===== config.mk =====
export PLATFORM = sky130hd
export DESIGN_NAME = fp_alu_sequencer
export DESIGN_NICKNAME = d
export VERILOG_FILES = /design/src/rtl/fp_alu_sequencer_pkg.sv /design/src/rtl/fp_alu_sequencer_decode.sv /design/src/rtl/fp_alu_sequencer.sv
export SDC_FILE = /design/constraint.sdc
export NUM_CORES = 1
export LEC_CHECK = 0
export ABC_AREA = 1
export CAP_MARGIN = 10
export CORE_MARGIN = 2
export CORE_UTILIZATION = 44
export CTS_CLUSTER_SIZE = 10
export DETAILED_ROUTE_END_ITERATION = 10
export PLACE_DENSITY = 0.77
export SLEW_MARGIN = 30
export SYNTH_ARGS = -nofsm -noshare
export SYNTH_HDL_FRONTEND = slang
export SYNTH_SLANG_ARGS = --single-unit
export TNS_END_PERCENT = 20

===== constraint.sdc =====
create_clock -name iCLK -period 1.15 [get_ports iCLK]
set_clock_uncertainty 0.1 [all_clocks]
set_input_delay 0.23 -clock iCLK [delete_from_list [all_inputs] [get_ports iCLK]]
set_output_delay 0.23 -clock iCLK [all_outputs]
set_load 0.05 [all_outputs]

===== src/rtl/fp_alu_sequencer_pkg.sv =====
// Shared funct/op constants, FSM state encoding and latency-class select
// for the FP ALU issue sequencer.
package fp_alu_sequencer_pkg;

  localparam logic [5:0] FUNADDS  = 6'h00;
  localparam logic [5:0] FUNSUBS  = 6'h01;
  localparam logic [5:0] FUNMULS  = 6'h02;
  localparam logic [5:0] FUNDIVS  = 6'h03;
  localparam logic [5:0] FUNSQRT  = 6'h04;
  localparam logic [5:0] FUNABS   = 6'h05;
  localparam logic [5:0] FUNNEG   = 6'h07;
  localparam logic [5:0] FUNCVTSW = 6'h20;
  localparam logic [5:0] FUNCVTWS = 6'h24;
  localparam logic [5:0] FUNCEQ   = 6'h32;
  localparam logic [5:0] FUNCLT   = 6'h3C;
  localparam logic [5:0] FUNCLE   = 6'h3E;

  localparam logic [3:0] OPNOP    = 4'b0000;
  localparam logic [3:0] OPADDS   = 4'b0001;
  localparam logic [3:0] OPSUBS   = 4'b0010;
  localparam logic [3:0] OPMULS   = 4'b0011;
  localparam logic [3:0] OPDIVS   = 4'b0100;
  localparam logic [3:0] OPSQRT   = 4'b0101;
  localparam logic [3:0] OPABS    = 4'b0110;
  localparam logic [3:0] OPNEG    = 4'b0111;
  localparam logic [3:0] OPCEQ    = 4'b1000;
  localparam logic [3:0] OPCLT    = 4'b1001;
  localparam logic [3:0] OPCLE    = 4'b1010;
  localparam logic [3:0] OPCVTSW  = 4'b1011;
  localparam logic [3:0] OPCVTWS  = 4'b1100;

  typedef enum logic [1:0] {
    ST_IDLE = 2'd0,
    ST_EXEC = 2'd1,
    ST_DONE = 2'd2
  } state_t;

  typedef enum logic [2:0] {
    LAT_ADD  = 3'd0,
    LAT_MUL  = 3'd1,
    LAT_DIV  = 3'd2,
    LAT_SQRT = 3'd3,
    LAT_MISC = 3'd4
  } lat_sel_t;

endpackage


===== src/rtl/fp_alu_sequencer_decode.sv =====
// Combinational funct decode: FPALU op code, legality, compare flag and
// latency class for one FP funct field.
module fp_funct_decode
  import fp_alu_sequencer_pkg::*;
(
  input  logic [5:0] funct,
  output logic [3:0] op,
  output logic       legal,
  output logic       is_compare,
  output logic [2:0] lat_sel
);

  always_comb begin
    op         = OPNOP;
    legal      = 1'b1;
    is_compare = 1'b0;
    lat_sel    = LAT_MISC;
    case (funct)
      FUNADDS:  begin op = OPADDS;  lat_sel = LAT_ADD;  end
      FUNSUBS:  begin op = OPSUBS;  lat_sel = LAT_ADD;  end
      FUNMULS:  begin op = OPMULS;  lat_sel = LAT_MUL;  end
      FUNDIVS:  begin op = OPDIVS;  lat_sel = LAT_DIV;  end
      FUNSQRT:  begin op = OPSQRT;  lat_sel = LAT_SQRT; end
      FUNABS:   op = OPABS;
      FUNNEG:   op = OPNEG;
      FUNCVTSW: op = OPCVTSW;
      FUNCVTWS: op = OPCVTWS;
      FUNCEQ:   begin op = OPCEQ; is_compare = 1'b1; end
      FUNCLT:   begin op = OPCLT; is_compare = 1'b1; end
      FUNCLE:   begin op = OPCLE; is_compare = 1'b1; end
      default:  legal = 1'b0;
    endcase
  end

endmodule


===== src/rtl/fp_alu_sequencer.sv =====
// Multicycle issue sequencer: holds the FPALU op for a per-class latency,
// then pulses completion with the result-register or condition-flag write.
//
// state   | meaning
// IDLE    | no op in flight, op code forced to no-op, start accepted
// EXEC    | op held on oControlSignal, latency counter running
// DONE    | one-cycle completion with write enable; start accepted here too
module fp_alu_sequencer
  import fp_alu_sequencer_pkg::*;
#(
  parameter int ADD_LAT  = 2,
  parameter int MUL_LAT  = 4,
  parameter int DIV_LAT  = 12,
  parameter int SQRT_LAT = 16,
  parameter int MISC_LAT = 1,
  parameter int CNT_W    = 5
) (
  input  logic       iCLK,
  input  logic       iRST,
  input  logic       iStart,
  input  logic [5:0] iFunct,
  input  logic       iAbort,
  output logic [3:0] oControlSignal,
  output logic       oBusy,
  output logic       oDone,
  output logic       oResultWrite,
  output logic       oCondWrite,
  output logic       oIllegal
);

  state_t             state_q, state_d;
  logic [CNT_W-1:0]   cnt_q, cnt_d;
  logic [3:0]         op_q, op_d;
  logic               cmp_q, cmp_d;
  logic               illegal_q, illegal_d;

  logic [3:0]         dec_op;
  logic               dec_legal;
  logic               dec_cmp;
  logic [2:0]         dec_lat_sel;
  logic [CNT_W-1:0]   lat;

  fp_funct_decode u_decode (
    .funct      (iFunct),
    .op         (dec_op),
    .legal      (dec_legal),
    .is_compare (dec_cmp),
    .lat_sel    (dec_lat_sel)
  );

  always_comb begin
    case (dec_lat_sel)
      LAT_ADD:  lat = CNT_W'(ADD_LAT);
      LAT_MUL:  lat = CNT_W'(MUL_LAT);
      LAT_DIV:  lat = CNT_W'(DIV_LAT);
      LAT_SQRT: lat = CNT_W'(SQRT_LAT);
      default:  lat = CNT_W'(MISC_LAT);
    endcase
  end

  always_ff @(posedge iCLK) begin
    if (iRST) begin
      state_q   <= ST_IDLE;
      cnt_q     <= '0;
      op_q      <= OPNOP;
      cmp_q     <= 1'b0;
      illegal_q <= 1'b0;
    end else begin
      state_q   <= state_d;
      cnt_q     <= cnt_d;
      op_q      <= op_d;
      cmp_q     <= cmp_d;
      illegal_q <= illegal_d;
    end
  end

  always_comb begin
    state_d   = state_q;
    cnt_d     = cnt_q;
    op_d      = op_q;
    cmp_d     = cmp_q;
    illegal_d = 1'b0;
    case (state_q)
      ST_EXEC: begin
        // abort takes priority over expiry in the same cycle
        if (iAbort) begin
          state_d = ST_IDLE;
          cnt_d   = '0;
          op_d    = OPNOP;
        end else if (cnt_q <= CNT_W'(1)) begin
          state_d = ST_DONE;
          cnt_d   = '0;
        end else begin
          cnt_d = cnt_q - CNT_W'(1);
        end
      end
      default: begin
        state_d = ST_IDLE;
        cnt_d   = '0;
        op_d    = OPNOP;
        cmp_d   = 1'b0;
        if (iStart) begin
          if (dec_legal) begin
            state_d = ST_EXEC;
            cnt_d   = lat;
            op_d    = dec_op;
            cmp_d   = dec_cmp;
          end else begin
            illegal_d = 1'b1;
          end
        end
      end
    endcase
  end

  assign oBusy          = (state_q == ST_EXEC);
  assign oDone          = (state_q == ST_DONE);
  assign oControlSignal = (state_q == ST_IDLE) ? OPNOP : op_q;
  assign oResultWrite   = oDone & ~cmp_q;
  assign oCondWrite     = oDone & cmp_q;
  assign oIllegal       = illegal_q;

endmodule


==> results of run 1 <==
## sequential cells by signal, indices dropped and copies added (netlist names)
signal	flops
oIllegal	1
cmp_q	1
state_q	2
op_q	4
cnt_q	5
## tightest hold or removal path, delay by kind of cell
family | cells | cell delay, ns
and+or+nand+nor | 1 | 0.08
buffers and inverters | 1 | 0.13
AOI/OAI and AO/OA | 1 | 0.05
## worst paths after layout
path	end	slack, ns	cells past startpoint
min	cnt_q[2]	0.17	3
max	oCondWrite	-0.36	4
min reg2reg	op_q[0]	0.37	2
max reg2reg	cnt_q[3]	-0.17	6
## power by group through the flow
stage,clock [uW],sequential [uW],combinational (uW)
floorplan,0,483,102
global placement,0,475,209
detailed placement,0,475,215
CTS,287,465,218
global route,314,467,244
finish,278,466,228
## synthesized netlist by cell type, types with 3 or more instances
cell     count  area share (%)
nand2_1     26              11
inv_1       24              10
nand2_2      3             2.1
inv_2        3             1.3
dfxtp_1     13              29
nand3_2      3             3.4
nand3_1      9             5.1
o21ai_1      4             2.3
nand4_1      7             4.9
nor2_2       6             4.2
nor3_1       3             1.7
a21oi_1      5             2.8
nor2_1      15             6.3
## metrics by stage
step / total power (uW) / cell area (um^2) / worst slack (ns) / TNS (ns)
global placement: 684 / 1310 / -0.579 / -6.61
finish: 971 / 1410 / -0.355 / -3.18
CTS: 970 / 1370 / -0.364 / -3.19
floorplan: 585 / 933 / -0.227 / -1.81
detailed placement: 690 / 1310 / -0.639 / -7.30
global route: 1030 / 1410 / -0.403 / -4.27
## final cells by class
| type | instances | share of cell area, % |
|---|---|---|
| repair buffers | 33 | 23.6 |
| clock buffers | 4 | 1.87 |
| inverters | 27 | 7.66 |
| multi-input cells | 95 | 45.6 |
| flip-flops and latches | 13 | 18.9 |
| well taps | 27 | 2.40 |
## metal layers
| metal | vias up | wire length, um | GRT usage (%) |
|---|---|---|---|
| li1 | 506 | - | - |
| met1 | 456 | 1030 | 23.5 |
| met2 | 21 | 1240 | 37.0 |
| met3 | 4 | 70 | 2.76 |
| met4 | 0 | 27 | 2.86 |
| met5 | - | 0 | 0 |
## timing repair
item / in CTS / in global routing
gates cloned: 0 / 0
pin swaps: 4 / 0
hold endpoints to repair: 0 / 0
gates resized for setup: 20 / 15
setup endpoints to repair: 21 / 21
## cells by family (layout without fill, tap and decap cells)
group	count (synthesis)	in the layout	synth area share (%)
compound gates	13	13	8.59
xor+xnor	2	2	1.97
fa+ha+maj	2	2	2.82
buf+inv	28	64	11.8
flops	13	13	29.3
simple gates	78	78	45.5
==> reports/results.ini, run 1 <==
[status]
outcome=complete, but fails checks
violations=negative setup slack

[synthesis]
synthesis.nets=148
avgSynthCellArea_um2=6.53
synth_cell_types=24
synth_edf_count=0
yosysSeqAreaShare_pct=29.3
yosysWarnings=0
ys.flop_type=dfxtp_1
syn-cell-area_um2=888
postSynthCellCount=136
async_flop_share_pct=0
ys_ff_latch=13

[routing]
vias_per_cell=4.96
postRouteAntennaNets=0
drt_iter0_drc=25
drt_first_pass_iters=4
wl_mm=2.37
via_count=987
wl_per_cell_um=11.9
drcViolationCount=0

[global_routing]
grtUsageTotal_pct=19.5
grt_pass1_wl_mm=3.71
grt_pass1_vias=901
overflow=0
grt_max_degree=8
antenna_found_initial=0

[floorplanning]
die_area_um2=2390
start_util_pct=45.7
io_pins=19
die_x_um=48.9
rows=16
coreArea_um2=1940
die_h_um=48.9

[power]
internal_power_uw=688
vdd_ir_drop_max_mv=0.604
p_seq_share_pct=48.0
swShare_pct=29.2
p_leak_uw=0.000604
power_frac_clock_pct=28.6
p_switching_uw=284
comb_power_share_pct=23.5
p_per_area_nw_per_um2=691

[sta]
fin_crit_ns=1.51
fin_hold_ws_ns=0.166
hold_viol_final=0
rsz0062_at_grt=true
finalMaxSlewViolations=0
max_slew_margin_pct=79.2
worst_slew_pin_slew_ns=0.312
fin_ws_ns=-0.355
setup_violations=14
maxClockFrequency_mhz=664
fin_crit_sh_pct=131

[worst_hold_path]
hp-start=iFunct[1]
hold_path.class=input pin to register

[finish]
seq_area_um2=265
num-nets-final=185
multi_input_area_um2=641
finalNonFillerCells=199
final_core_util_pct=72.4
fillers=155
syn2layout_area_growth_pct=58.2
final_common_cell=nand2_1
final_cell_mix=nand2_1 (25), inv_1 (20), buf_4 (18), nor2_2 (10), dfxtp_1 (9)
n_antenna_cell=0
drive_gt1_share_pct=46.5

[cts]
cts_max_level=1
clk-insertion-delay-late_ns=0.27
path_clk_slew_ns=0.08
tritoncts=done
cts_setup_buffers=0
numCtsBuffers=3
hold_buffers=0
cts_num_sinks=13
cts_buffer_depth=2
cts_root_buffer=clkbuf_4

[critical_path]
crit_start=state_q[1]
slowest_stage=dfxtp_2
cp_cell_sequence=inv_4 -> buf_12 -> nor3b_4 -> buf_12
crit_top_cell=buf_12
crit_type=register to primary output
worstPathArrival_ns=1.18
critPathLaunchType=register
cp_num_buf_inv=3
cpPeakStageDelay_ns=0.36
cp_max_fo=3
r2r-start=cnt_q[1]
cp.required_ns=0.82
critPathTopFamily=flip-flops
end_kind=primary output

[placed_design]
hpwl_mm=1.80
port_buffers=18
placedCellCount=195
place.gp.congestion=0.920

[run]
maxCapViolCount=0

(Power assumes the default switching activity.)
==> run 2: changes to the inputs <==
--- a/config.mk
+++ b/config.mk
@@ -15,5 +15,6 @@
 export SLEW_MARGIN = 30
 export SYNTH_ARGS = -nofsm -noshare
 export SYNTH_HDL_FRONTEND = slang
+export SYNTH_HIERARCHICAL = 1
 export SYNTH_SLANG_ARGS = --single-unit
 export TNS_END_PERCENT = 20
==> reports/results.ini, run 2 <==
[synthesis]
yosysWarnings=6  ; +6
synth.largest_area_cell=dfxtp_1
synth_top_family_by_area=simple AND/OR/NAND/NOR gates
yosysSeqAreaShare_pct=29.1  ; -0.25 points
synth_top_area_share_pct=29.1  ; -0.25 points
synthAdderAreaFrac_pct=2.79  ; -0.024 points
synth_cell_types=21  ; -13%
ys_ff_latch=13  ; unchanged
synth_area_leaders=dfxtp_1 (29%), nand2_1 (16%), nor2_1 (10%)
yosysMostFrequentCell=nand2_1
synth_compound_area_share_pct=7.82  ; -0.77 points
synth_top_cells_by_count=nand2_1 (38), nor2_1 (24), inv_1 (22), nand3_1 (15), dfxtp_1 (13)
synthesis.nets=161  ; +8.8%
ys.flop_type=dfxtp_1
muxShareOfSynthArea_pct=0  ; unchanged
syn-cell-area_um2=896  ; +0.85%
postSynthCellCount=149  ; +9.6%
synth_edf_count=0  ; unchanged
async_flop_share_pct=0  ; unchanged
synthXorXnorAreaFrac_pct=0.978  ; -0.99 points
yosys.area_share.simple_pct=48.9  ; +3.4 points
avgSynthCellArea_um2=6.01  ; -8.0%

[run]
maxCapViolCount=0  ; unchanged

[sta]
max_slew_margin_pct=73.8  ; -5.4 points
rsz0062_at_grt=true
finalMaxSlewViolations=0  ; unchanged
hold_viol_final=0  ; unchanged
fin_crit_sh_pct=130  ; -1.1 points
setup_violations=21  ; +7
fin_ws_ns=-0.342  ; +0.0129 ns
fin_crit_ns=1.49  ; -0.0129 ns
maxClockFrequency_mhz=670  ; +0.87%
worst_slew_pin_slew_ns=0.392  ; +0.0802 ns

[status]
outcome=complete, but fails checks
violations=design-rule violations, negative setup slack

[finish]
multi_input_area_um2=757  ; +18%
seq_area_um2=265  ; unchanged
finalNonFillerCells=234  ; +18%
n_antenna_cell=0  ; unchanged
fillers=84  ; -46%
final_core_util_pct=90.3  ; +18 points
num-nets-final=220  ; +19%
regMostFlops=cnt_q
largest_register_ffs=5  ; unchanged
fin_area_um2=1750  ; +25%
final_cell_mix=nand2_1 (33), buf_4 (33), nor2_4 (17), inv_1 (16), nor2_1 (13)
top_regs=cnt_q: 5 flops, op_q: 4 flops, state_q: 2 flops
syn2layout_area_growth_pct=95.8
drive_gt1_share_pct=52.7  ; +6.1 points

[power]
p_leak_uw=0.000773  ; +28%
p_per_area_nw_per_um2=611  ; -12%
vdd_ir_drop_max_mv=0.488  ; -19%

[global_routing]
overflow=0  ; unchanged
grt_pass1_wl_mm=5.26  ; +42%
grt_pass1_vias=1191  ; +32%
grt_max_degree=8  ; unchanged
antenna_found_initial=0  ; unchanged
grtUsageTotal_pct=28.2  ; +8.7 points

[cts]
path_clk_slew_ns=0.08  ; about the same
clk-insertion-delay-late_ns=0.28  ; about the same
numCtsBuffers=3  ; unchanged
cts_buffer_depth=2  ; unchanged
tritoncts=done
cts_root_buffer=clkbuf_4
cts_max_level=1  ; unchanged
cts_num_sinks=13  ; unchanged

[critical_path]
end_kind=register
cpPeakStageDelay_ns=0.33  ; -0.03 ns
crit_type=input pin to register
slowest_stage=nor2_1
cp.required_ns=1.23  ; +0.41 ns
critPathLaunchType=input pin
worstPathArrival_ns=1.57  ; +0.39 ns
critPathTopFamily=simple AND/OR/NAND/NOR gates
cp_max_fo=4  ; +1
cp_num_buf_inv=3  ; unchanged
crit_top_cell=nand2_1
cp_cell_sequence=buf_4 -> nand2_1 -> inv_2 -> nand3_2 -> nand2_1 -> nor2_1 -> nand2_4 -> buf_4 -> nand2_1 -> nor2_2 -> nand4_1 -> a21oi_1

[routing]
drt_iter0_drc=104  ; +320%
wl_per_cell_um=17.0  ; +42%
drt_first_pass_iters=9  ; +5
postRouteAntennaNets=0  ; unchanged
via_count=1346  ; +36%
wl_mm=3.97  ; +67%
drcViolationCount=1  ; +1
vias_per_cell=5.75  ; +16%

[floorplanning]
io_pins=19  ; unchanged
start_util_pct=46.1  ; +0.39 points
die_x_um=49.1  ; +0.38%
die_h_um=49.1  ; +0.38%
rows=16  ; unchanged
coreArea_um2=1940  ; unchanged
die_area_um2=2410  ; +0.76%

[worst_hold_path]
hold_path.class=input pin to register

[placed_design]
postPlaceCellArea_um2=1510  ; +16%
placedCellCount=219  ; +12%
port_buffers=18  ; unchanged
place.gp.congestion=0.866  ; -5.9%
hpwl_mm=2.14  ; +19%

-- run 2: cell count changes after synthesis, sizes merged --
cell    previous run  this run
xor2               2         1
nand4              7         2
nand3b             0         2
o211ai             0         1
a21oi              7         6
inv               27        24
nor4               1         0
nor2              23        32
or2                1         0
nor3               3         1
nand2             30        42
nand3             12        15
-- run 2: path summary, 6_finish.rpt --
path              from       end  slack, ns  depth (start not counted)
max reg2reg   cnt_q[1]  cnt_q[2]      -0.22                          9
min          iFunct[0]     cmp_q       0.39                          6
min reg2reg      cmp_q     cmp_q       0.43                          2
max          iFunct[4]  cnt_q[2]      -0.34                         12
-- run 2: repair_timing --
| action | CTS | global route |
|---|---|---|
| hold buffers | 0 | 0 |
| pin swaps | 27 | 30 |
| gates cloned | 1 | 0 |
| gates resized for setup | 46 | 29 |
| endpoints found under the setup margin | 21 | 20 |
| buffers inserted | 8 | 5 |
-- run 2: cell type report --
type | instances | area share (%)
flip-flops and latches | 13 | 15.1
inverters | 24 | 6.13
repair buffers | 54 | 32.2
clock buffers | 4 | 1.50
well taps | 27 | 1.93
multi-input cells | 112 | 43.2
-- run 2: cell families after synthesis --
kind of cell,after synthesis
AND/OR/NAND/NOR,95
buffers and inverters,25
AO/OA/AOI/OAI,13
flip-flops,13
adder cells (fa/ha/maj),2
XOR/XNOR,1
-- run 2: metrics by stage --
stage / setup TNS (ns) / hold WS, ns / power [uW] / setup slack, ns
5_1_grt: -6.38 / 0.406 / 1120 / -0.373
4_1_cts: -3.90 / 0.369 / 1020 / -0.313
2_1_floorplan: -1.93 / 0.271 / 583 / -0.143
6_report: -5.59 / 0.389 / 1070 / -0.342
3_5_place_dp: -10.42 / 0.404 / 717 / -0.913
3_3_place_gp: -9.62 / 0.403 / 707 / -0.849
-- run 2: tightest hold or removal path, cell delays in order --
cell,delay (ns)
buf_4,0.13
nor2_4,0.06
nand3_2,0.07
nand3_1,0.10
nand2_1,0.08
a21oi_1,0.06
-- run 2: layer usage --
metal  share of wire, %  vias to the layer above  global-route usage [%]
met5                  0                        -                       0
met1                 34                      599                    28.2
met4                9.1                        0                    14.8
met2                 47                      119                    54.5
met3                 10                       47                    4.60
li1                   -                      581                       -
-- run 2: power by group --
group,internal [uW],switching [uW],leakage (uW)
Sequential,456,5.67,0.000107
Clock,135,159,0.0000150
Combinational,135,181,0.000651
Total,726,345,0.000773
==> run 3: changes to the inputs <==
--- a/config.mk
+++ b/config.mk
@@ -9,7 +9,6 @@
 export CAP_MARGIN = 10
 export CORE_MARGIN = 2
 export CORE_UTILIZATION = 44
-export CTS_CLUSTER_SIZE = 10
 export DETAILED_ROUTE_END_ITERATION = 10
 export PLACE_DENSITY = 0.77
 export SLEW_MARGIN = 30
==> results of run 3 <==
Final layout, timing and power as in run 2 (identical DEF).
